File: src/rtl/qed_dup_injector_if.sv
// +--------------------------------------------------------------------------+
// | qed_dup_injector_if : instruction-side bus of the SQED duplicate injector |
// | Rev 1.0                                                                  |
// +--------------------------------------------------------------------------+
`default_nettype none

interface qed_dup_injector_if #(
  parameter int PTR_W = 4,
  parameter int CNT_W = 16
);
  logic [31:0]      ifu_qed_instruction;
  logic             exec_dup;
  logic             stall;
  logic [31:0]      qed_ifu_instruction;
  logic             qed_vld_out;
  logic [PTR_W:0]   qed_fifo_count;
  logic             qed_drained;
  logic [CNT_W-1:0] orig_issued;
  logic [CNT_W-1:0] dup_issued;

  modport master (
    output ifu_qed_instruction, exec_dup, stall,
    input  qed_ifu_instruction, qed_vld_out, qed_fifo_count, qed_drained,
           orig_issued, dup_issued
  );

  modport slave (
    input  ifu_qed_instruction, exec_dup, stall,
    output qed_ifu_instruction, qed_vld_out, qed_fifo_count, qed_drained,
           orig_issued, dup_issued
  );
endinterface

`default_nettype wire

File: src/rtl/qed_dup_injector.sv
// +--------------------------------------------------------------------------+
// | qed_dup_injector : legalises originals to x0..x15 and replays remapped   |
// | duplicates (x17..x31) from a FIFO.                      Rev 1.0          |
// +--------------------------------------------------------------------------+
`default_nettype none

module qed_dup_injector #(
  parameter int DEPTH = 16,
  parameter int PTR_W = 4,
  parameter int CNT_W = 16
) (
  input  wire logic          clk,
  input  wire logic          rst,
  qed_dup_injector_if.slave  bus
);

  localparam logic [31:0]    c_NOP    = 32'h0000_0013;
  localparam logic [6:0]     c_OP     = 7'b0110011;
  localparam logic [6:0]     c_OP_IMM = 7'b0010011;
  localparam logic [6:0]     c_LUI    = 7'b0110111;
  localparam logic [PTR_W:0] c_FULL   = (PTR_W+1)'(DEPTH);

  logic [31:0]      r_mem [DEPTH];
  logic [PTR_W-1:0] r_wr_ptr;
  logic [PTR_W-1:0] r_rd_ptr;
  logic [PTR_W:0]   r_count;
  logic [31:0]      r_out;
  logic             r_vld;
  logic [CNT_W-1:0] r_orig_cnt;
  logic [CNT_W-1:0] r_dup_cnt;

  logic [6:0]  w_opcode;
  logic [4:0]  w_rd;
  logic [4:0]  w_rs1;
  logic [4:0]  w_rs2;
  logic        w_bad;
  logic        w_chk_rs1;
  logic        w_chk_rs2;
  logic [31:0] w_legal;
  logic [31:0] w_dup;
  logic        w_dup_mode;
  logic        w_push;
  logic        w_pop;

  // Legalisation and remap; rs2 of OP-IMM is immediate and left alone.
  always_comb begin
    w_opcode  = bus.ifu_qed_instruction[6:0];
    w_rd      = bus.ifu_qed_instruction[11:7];
    w_rs1     = bus.ifu_qed_instruction[19:15];
    w_rs2     = bus.ifu_qed_instruction[24:20];
    w_bad     = 1'b1;
    w_chk_rs1 = 1'b0;
    w_chk_rs2 = 1'b0;
    case (w_opcode)
      c_OP: begin
        w_bad     = w_rd[4] | w_rs1[4] | w_rs2[4];
        w_chk_rs1 = 1'b1;
        w_chk_rs2 = 1'b1;
      end
      c_OP_IMM: begin
        w_bad     = w_rd[4] | w_rs1[4];
        w_chk_rs1 = 1'b1;
      end
      c_LUI:   w_bad = w_rd[4];
      default: w_bad = 1'b1;
    endcase

    w_legal = w_bad ? c_NOP : bus.ifu_qed_instruction;
    w_dup   = w_legal;
    if (w_legal[11:7] != 5'd0) w_dup[11] = 1'b1;
    if (!w_bad && w_chk_rs1 && (w_legal[19:15] != 5'd0)) w_dup[19] = 1'b1;
    if (!w_bad && w_chk_rs2 && (w_legal[24:20] != 5'd0)) w_dup[24] = 1'b1;
  end

  // A full FIFO forces replay, so a push can never overflow.
  assign w_dup_mode = (bus.exec_dup && (r_count != '0)) || (r_count == c_FULL);
  assign w_pop      = !bus.stall && w_dup_mode;
  assign w_push     = !bus.stall && !w_dup_mode && (w_legal[11:7] != 5'd0);

  always_ff @(posedge clk) begin
    if (w_push) r_mem[r_wr_ptr] <= w_dup;
  end

  always_ff @(posedge clk) begin
    if (rst) begin
      r_out      <= c_NOP;
      r_vld      <= 1'b0;
      r_wr_ptr   <= '0;
      r_rd_ptr   <= '0;
      r_count    <= '0;
      r_orig_cnt <= '0;
      r_dup_cnt  <= '0;
    end else if (!bus.stall) begin
      r_vld <= 1'b1;
      r_out <= w_dup_mode ? r_mem[r_rd_ptr] : w_legal;
      if (w_push) begin
        r_wr_ptr   <= r_wr_ptr + PTR_W'(1);
        r_count    <= r_count + (PTR_W+1)'(1);
        r_orig_cnt <= r_orig_cnt + CNT_W'(1);
      end else if (w_pop) begin
        r_rd_ptr  <= r_rd_ptr + PTR_W'(1);
        r_count   <= r_count - (PTR_W+1)'(1);
        r_dup_cnt <= r_dup_cnt + CNT_W'(1);
      end
    end
  end

  assign bus.qed_ifu_instruction = r_out;
  assign bus.qed_vld_out         = r_vld;
  assign bus.qed_fifo_count      = r_count;
  assign bus.qed_drained         = (r_count == '0);
  assign bus.orig_issued         = r_orig_cnt;
  assign bus.dup_issued          = r_dup_cnt;

endmodule

`default_nettype wire

File: src/flat_wrapper.sv
// flat-port wrapper written by rule: the top's interface ports become plain ports
module qed_dup_injector_flat 
#(
  parameter int DEPTH = 16,
  parameter int PTR_W = 4,
  parameter int CNT_W = 16
)
  (clk, rst, bus_ifu_qed_instruction, bus_exec_dup, bus_stall, bus_qed_ifu_instruction, bus_qed_vld_out, bus_qed_fifo_count, bus_qed_drained, bus_orig_issued, bus_dup_issued);
  qed_dup_injector_if #(.PTR_W(PTR_W), .CNT_W(CNT_W)) bus_i ();
  input  wire logic clk;
  input  wire logic rst;
  input wire logic [$bits(bus_i.ifu_qed_instruction)-1:0] bus_ifu_qed_instruction;
  input wire logic [$bits(bus_i.exec_dup)-1:0] bus_exec_dup;
  input wire logic [$bits(bus_i.stall)-1:0] bus_stall;
  output wire logic [$bits(bus_i.qed_ifu_instruction)-1:0] bus_qed_ifu_instruction;
  output wire logic [$bits(bus_i.qed_vld_out)-1:0] bus_qed_vld_out;
  output wire logic [$bits(bus_i.qed_fifo_count)-1:0] bus_qed_fifo_count;
  output wire logic [$bits(bus_i.qed_drained)-1:0] bus_qed_drained;
  output wire logic [$bits(bus_i.orig_issued)-1:0] bus_orig_issued;
  output wire logic [$bits(bus_i.dup_issued)-1:0] bus_dup_issued;
  assign bus_i.ifu_qed_instruction = bus_ifu_qed_instruction;
  assign bus_i.exec_dup = bus_exec_dup;
  assign bus_i.stall = bus_stall;
  assign bus_qed_ifu_instruction = bus_i.qed_ifu_instruction;
  assign bus_qed_vld_out = bus_i.qed_vld_out;
  assign bus_qed_fifo_count = bus_i.qed_fifo_count;
  assign bus_qed_drained = bus_i.qed_drained;
  assign bus_orig_issued = bus_i.orig_issued;
  assign bus_dup_issued = bus_i.dup_issued;
  qed_dup_injector #(.DEPTH(DEPTH), .PTR_W(PTR_W), .CNT_W(CNT_W)) u_core (.clk(clk), .rst(rst), .bus(bus_i));
endmodule
File: config.mk
export PLATFORM = sky130hd
export DESIGN_NAME = qed_dup_injector_flat
export DESIGN_NICKNAME = d
export VERILOG_FILES = /design/src/rtl/qed_dup_injector_if.sv /design/src/rtl/qed_dup_injector.sv /design/src/flat_wrapper.sv
export SDC_FILE = /design/constraint.sdc
export NUM_CORES = 1
export LEC_CHECK = 0
export CORE_MARGIN = 1
export CORE_UTILIZATION = 60
export DETAILED_ROUTE_END_ITERATION = 6
export PLACE_DENSITY = 0.8
export RECOVER_POWER = 25
export SYNTH_ARGS = -nofsm -noshare
export SYNTH_HDL_FRONTEND = slang
export SYNTH_SLANG_ARGS = --single-unit
export TNS_END_PERCENT = 20
File: constraint.sdc
create_clock -name clk -period 6.72 [get_ports clk]
set_input_delay 1.344 -clock clk [delete_from_list [all_inputs] [get_ports clk]]
set_output_delay 1.344 -clock clk [all_outputs]
set_load 0.005 [all_outputs]
# After elaboration in Yosys (flattened, before gate mapping)
# Memories as Yosys holds them, arrays and structs flattened. A register that Yosys moved wholly into a read port is not among the register bits.
# Cells that the tools add are included.
# word_totals
regBits	78
latch_bits	0
ramBits	512
mem_bits_ro	0
in_bits	36
word_cells	58
n_memories	1
# op_classes
addsub	6
multipliers	0
div_mod_pow	0
order_cmp	0
n_eq_ne	4
shifts	0
n_mux	14
n_bitwise	4
n_reduce_logical	22
# memory_table
name	depth	word_bits	read_ports	rd_clocked_by_memory_dff	wr	line	source
u_core.r_mem	16	32	1	1	1	qed_dup_injector.sv:23	logic [31:0] r_mem [DEPTH];
# ops
operator	n
$mux W32	2
$add A16 B1 Y16 const B	2
$reduce_bool A5 Y1	4
$eq A7 B6 Y1 const B	2
$mux W5	2
$add A4 B1 Y4 const B	2
$logic_and A1 B1 Y1	8
$mux W4	2
$eq A7 B5 Y1 const B	1
$mux W1	7
$add A5 B1 Y5 const B	1
$eq A5 B5 Y1 const B	1
$logic_not A5 Y1	1
$sub A5 B1 Y5 const B	1
$reduce_and A2 Y1	2
$logic_not A1 Y1	3
$pmux W1 S3	1
$reduce_and A3 Y1	1
$not A1 Y1	2
$or A1 B1 Y1	2
$reduce_bool A2 Y1	1
$reduce_or A2 Y1	1
$logic_or A1 B1 Y1	1

# Logic depth before layout (Yosys ltp)
# logic_depth
word_depth	10
depth_mapped	11
ltp_nobuf	10

# Least setup slack after synthesis
# No wires, ideal clock.
# synth_timing
kind	input-to-reg
start	input port bus_ifu_qed_instruction[3]
end	memory u_core.r_mem[0][0], enable pin
t_arrival_ns	4.876
setup_slack_ns	1.383
stages	6
n_path_buf	1
cell_sequence	or2_2 a211oi_1 and3_1 clkbuf_1 nand2_1 nor3_1
# synth_between
elab_chain_cells	7
elab_cells_between_ends	9
# synth_lines
item	line	source
from (decl)	flat_wrapper.sv:12	input wire logic [$bits(bus_i.ifu_qed_instruction)-1:0] bus_ifu_qed_instruction;
$eq A7 B6 Y1 or $eq A7 B5 Y1 (tied branches)	qed_dup_injector.sv:54	case (w_opcode)
$pmux W1 S3 *	qed_dup_injector.sv:54	
$mux W32 *	qed_dup_injector.sv:68	w_legal = w_bad ? c_NOP : bus.ifu_qed_instruction;
$reduce_bool A5 Y1 *	qed_dup_injector.sv:78	assign w_push = !bus.stall && !w_dup_mode && (w_legal[11:7] != 5'd0);
$logic_and A1 B1 Y1 *	qed_dup_injector.sv:78	
$mux W1 *	qed_dup_injector.sv:81	if (w_push) r_mem[r_wr_ptr] <= w_dup;
$mux W1 (implied by the code) *	qed_dup_injector.sv:81	
to (decl)	qed_dup_injector.sv:23	
# Mark *: on every way between the ends. The rest lies on a longest branch, timed or not.

# Worst setup path in the final report
# layout_timing
start	input port bus_stall
end	register u_core.r_count[4], in the netlist u_core.bus.qed_fifo_count[4]
# layout_between
elab_chain_cells	5
elab_cells_between_ends	8
# layout_lines
item	line	source
from (decl)	flat_wrapper.sv:14	input wire logic [$bits(bus_i.stall)-1:0] bus_stall;
$logic_not A1 Y1	qed_dup_injector.sv:77, qed_dup_injector.sv:78	
$logic_and A1 B1 Y1 (2 in a row)	qed_dup_injector.sv:78	
$reduce_bool A2 Y1 (no line)	--	
$reduce_and A2 Y1 (no line)	--	
to (signal assigned)	qed_dup_injector.sv:98	r_count <= r_count + (PTR_W+1)'(1);
to (signal assigned)	qed_dup_injector.sv:102	r_count <= r_count - (PTR_W+1)'(1);
to (decl)	qed_dup_injector.sv:26	logic [PTR_W:0] r_count;
# Parallel ways exist; a longest one is shown, timed or not.
# A chain may end at the register's enable or synchronous reset.

==> impl_metrics.yaml <==
pwr:
  pwr-share-clk_pct: 37.6
  ir_drop_mv: 0.197
  p_sw_share_pct: 22.3
  leakagePower_nw: 8.19
  internal_power_mw: 6.03
  p_per_area_nw_per_um2: 288
  p_seq_share_pct: 52.5
  switching_power_mw: 1.73
  comb_power_share_pct: 9.9
place:
  place_congestion: 0.786
  dpl.hpwl_um: 29100
  placed_area_um2: 25300
  portBuffers: 106
sta:
  finalMaxSlewViolations: 78
  finalSetupViolCount: 0
  rsz0062_at_grt: "false"
  hold_viol: 0
  min_period_ns: 5.21
  tns_ns: 0
  fin_crit_sh_pct: 77.5
  clock_skew_ns: 0.0310
  slew_headroom_pct: -79.6
  tightest_slew_ns: 2.69
  fmax_mhz: 192
floorplanning:
  start_util_pct: 61.3
  die_area_um2: 39600
  die_h_um: 199
  dieWidth_um: 199
  core_um2: 37900
  fp-row-count: 71
  pin_count: 107
synthesis:
  yosysSeqAreaShare_pct: 73.1
  synth-edff-count: 512
  synth_ff_type: "edfxtp_1"
  synth_cells: 1262
  ys_ff_latch: 594
  yosysMostFrequentCell: "edfxtp_1"
  syn_area_per_cell_um2: 18.4
  synthDistinctLibCells: 46
  synth.area.top_cells: "edfxtp_1 66%, mux4_2 12%, dfxtp_1 7.1%"
  synth_common_cells: "512 x edfxtp_1, 128 x mux4_2, 82 x dfxtp_1"
  syn_area_um2: 23300
  synthArstFlopShare_pct: 0
  synth_warnings: 0
  yosysTopAreaCellShare_pct: 66.1
  post-synth-top-area-cell: "edfxtp_1"
critical_path:
  cp_max_fo: 42
  worstPathArrival_ns: 5.69
  worst_setup_path_start_kind: "input port"
  end_kind: "register"
  critPathKind: "in2reg"
  critPathRequiredTime_ns: 7.20
  timing.reg2reg.setup_slack_ns: 2.82
cts:
  clk_pin_slew_worst_paths_ns: 0.06
  clock_path_buffers: 3
  cts_tree: "done"
  clock_sinks: 594
  cts_buffers: 57
  postCtsSetupRepairBufs: 0
  hold_buffers: 0
  clk_latency_ns: 0.60
  ctsHtreeMaxLevel: 2
  cts_root_buf: "clkbuf_16"
  cts_resized: 0
final_layout:
  multi_input_area_um2: 6310
  n_antenna_cell: 0
  fin_area_um2: 27000
  seq_area_um2: 17000
  fillers: 2284
  fin_nets: 1496
  layout-drive-gt1-share_pct: 18.4
  area_delta_synth_final_pct: 15.8
flow_run:
  cap_violations: 2
global_routing:
  grt_overflow_total: 0
  grt_usage_pct: 27.0
  antenna_found_initial: 0
  grt_max_degree: 84
  grt_pass1_vias: 12800
  grt_pass1_wl_um: 76700
detailed_routing:
  avgViaCountPerCell: 6.18
  antenna_left: 0
  route.detailed.drc: 0
  via_count: 12400
  drtIter0Drc: 1173
  dr.pass1.iters: 5
  wl_per_cell_um: 25.6
  wl_um: 51400
status:
  failed_checks: "capacitance limit, slew limit"
  status: "complete, but fails checks"
hold_path:
  hold_class: "reg2reg"
-- worst paths after layout --
path / startpoint / end / cells past startpoint
max: bus_stall / u_core.bus.qed_fifo_count[4]$_SDFFE_PP0P_ / 11
min: u_core.bus.qed_vld_out$_SDFFE_PP0N_ / u_core.bus.qed_vld_out$_SDFFE_PP0N_ / 2
min reg2reg: u_core.bus.qed_vld_out$_SDFFE_PP0N_ / u_core.bus.qed_vld_out$_SDFFE_PP0N_ / 2
max reg2reg: u_core.bus.qed_fifo_count[1]$_SDFFE_PP0P_ / u_core.bus.qed_ifu_instruction[19]$_SDFFE_PP0N_ / 7
-- layout by cell type (no fill, tap or decap), drive strengths merged, types with 27 or more instances in the layout --
| master | n |
|---|---|
| edfxtp | 512 |
| mux4 | 128 |
| clkbuf | 85 |
| dfxtp | 82 |
| conb | 80 |
| dlygate4sd3 | 72 |
| a21oi | 57 |
| nand2 | 55 |
| mux2i | 41 |
| nor2 | 40 |
| mux2 | 34 |
| clkdlybuf4s50 | 32 |
| o211ai | 29 |
| and2 | 27 |
-- critical path, cell delays in order --
cell,delay (ns)
clkbuf_1,1.88
nor2_1,0.20
mux2_1,0.54
and3_1,0.38
xnor2_1,0.18
ha_1,0.24
nor2_1,0.11
nand2_1,0.06
o32ai_1,0.22
o22ai_1,0.15
mux2_2,0.37
-- routing by layer --
layer | track usage (%) | share of wire (%) | vias to the layer above
li1 | - | - | 5393
met1 | 35.2 | 39 | 6329
met2 | 45.6 | 50 | 601
met3 | 5.58 | 8.2 | 96
met4 | 9.63 | 3.1 | 0
met5 | 0 | 0 | -
-- kinds of logic after synthesis --
family | share of synthesized area [%]
other cells | 0.0323
simple gates | 4.43
mux | 15.8
compound gates | 4.11
fa+ha+maj | 0.484
xor+xnor | 0.489
flops | 73.1
buf+inv | 1.53
-- power by group through the flow --
| stage | logic [mW] | registers, mW | clock network (mW) |
|---|---|---|---|
| 2_1_floorplan | 0.559 | 4.11 | 0 |
| 3_3_place_gp | 0.764 | 4.15 | 0 |
| 3_5_place_dp | 0.778 | 4.15 | 0 |
| 4_1_cts | 0.787 | 4.08 | 2.95 |
| 5_1_grt | 0.822 | 4.08 | 3.09 |
| 6_report | 0.766 | 4.07 | 2.92 |
-- state kept, by name, summed over array words and instances, names as in the netlist, named ones only --
signal                          flops
u_core.r_rd_ptr                     4
u_core.bus.dup_issued              16
u_core.r_wr_ptr                     4
u_core.bus.qed_vld_out              1
u_core.bus.qed_ifu_instruction     32
u_core.r_mem                      512
u_core.bus.orig_issued             16
u_core.bus.qed_fifo_count           5
-- metrics by stage --
| step | hold WS, ns | util [%] | cells | power, mW | setup WS (ns) |
|---|---|---|---|---|---|
| global placement | 0.438 | 66.7 | 1903 | 4.91 | 1.85 |
| global route | 0.485 | 71.0 | 2010 | 8.00 | 1.16 |
| floorplan | 0.447 | - | 1340 | 4.67 | 1.38 |
| CTS | 0.454 | 71.1 | 2010 | 7.82 | 2.37 |
| detailed placement | 0.441 | 66.7 | 1903 | 4.93 | 1.76 |
| finish | 0.451 | 71.0 | 2010 | 7.76 | 1.51 |
-- area by class of cell --
cell class	count	share of cell area (%)
Clock inverter	24	0.464
Clock buffer	83	5.77
Inverter	18	0.251
Sequential cell	594	63.2
Tap cell	511	2.37
Timing Repair Buffer	127	4.56
Multi-Input combinational cell	653	23.4
(Power assumes the default switching activity.)
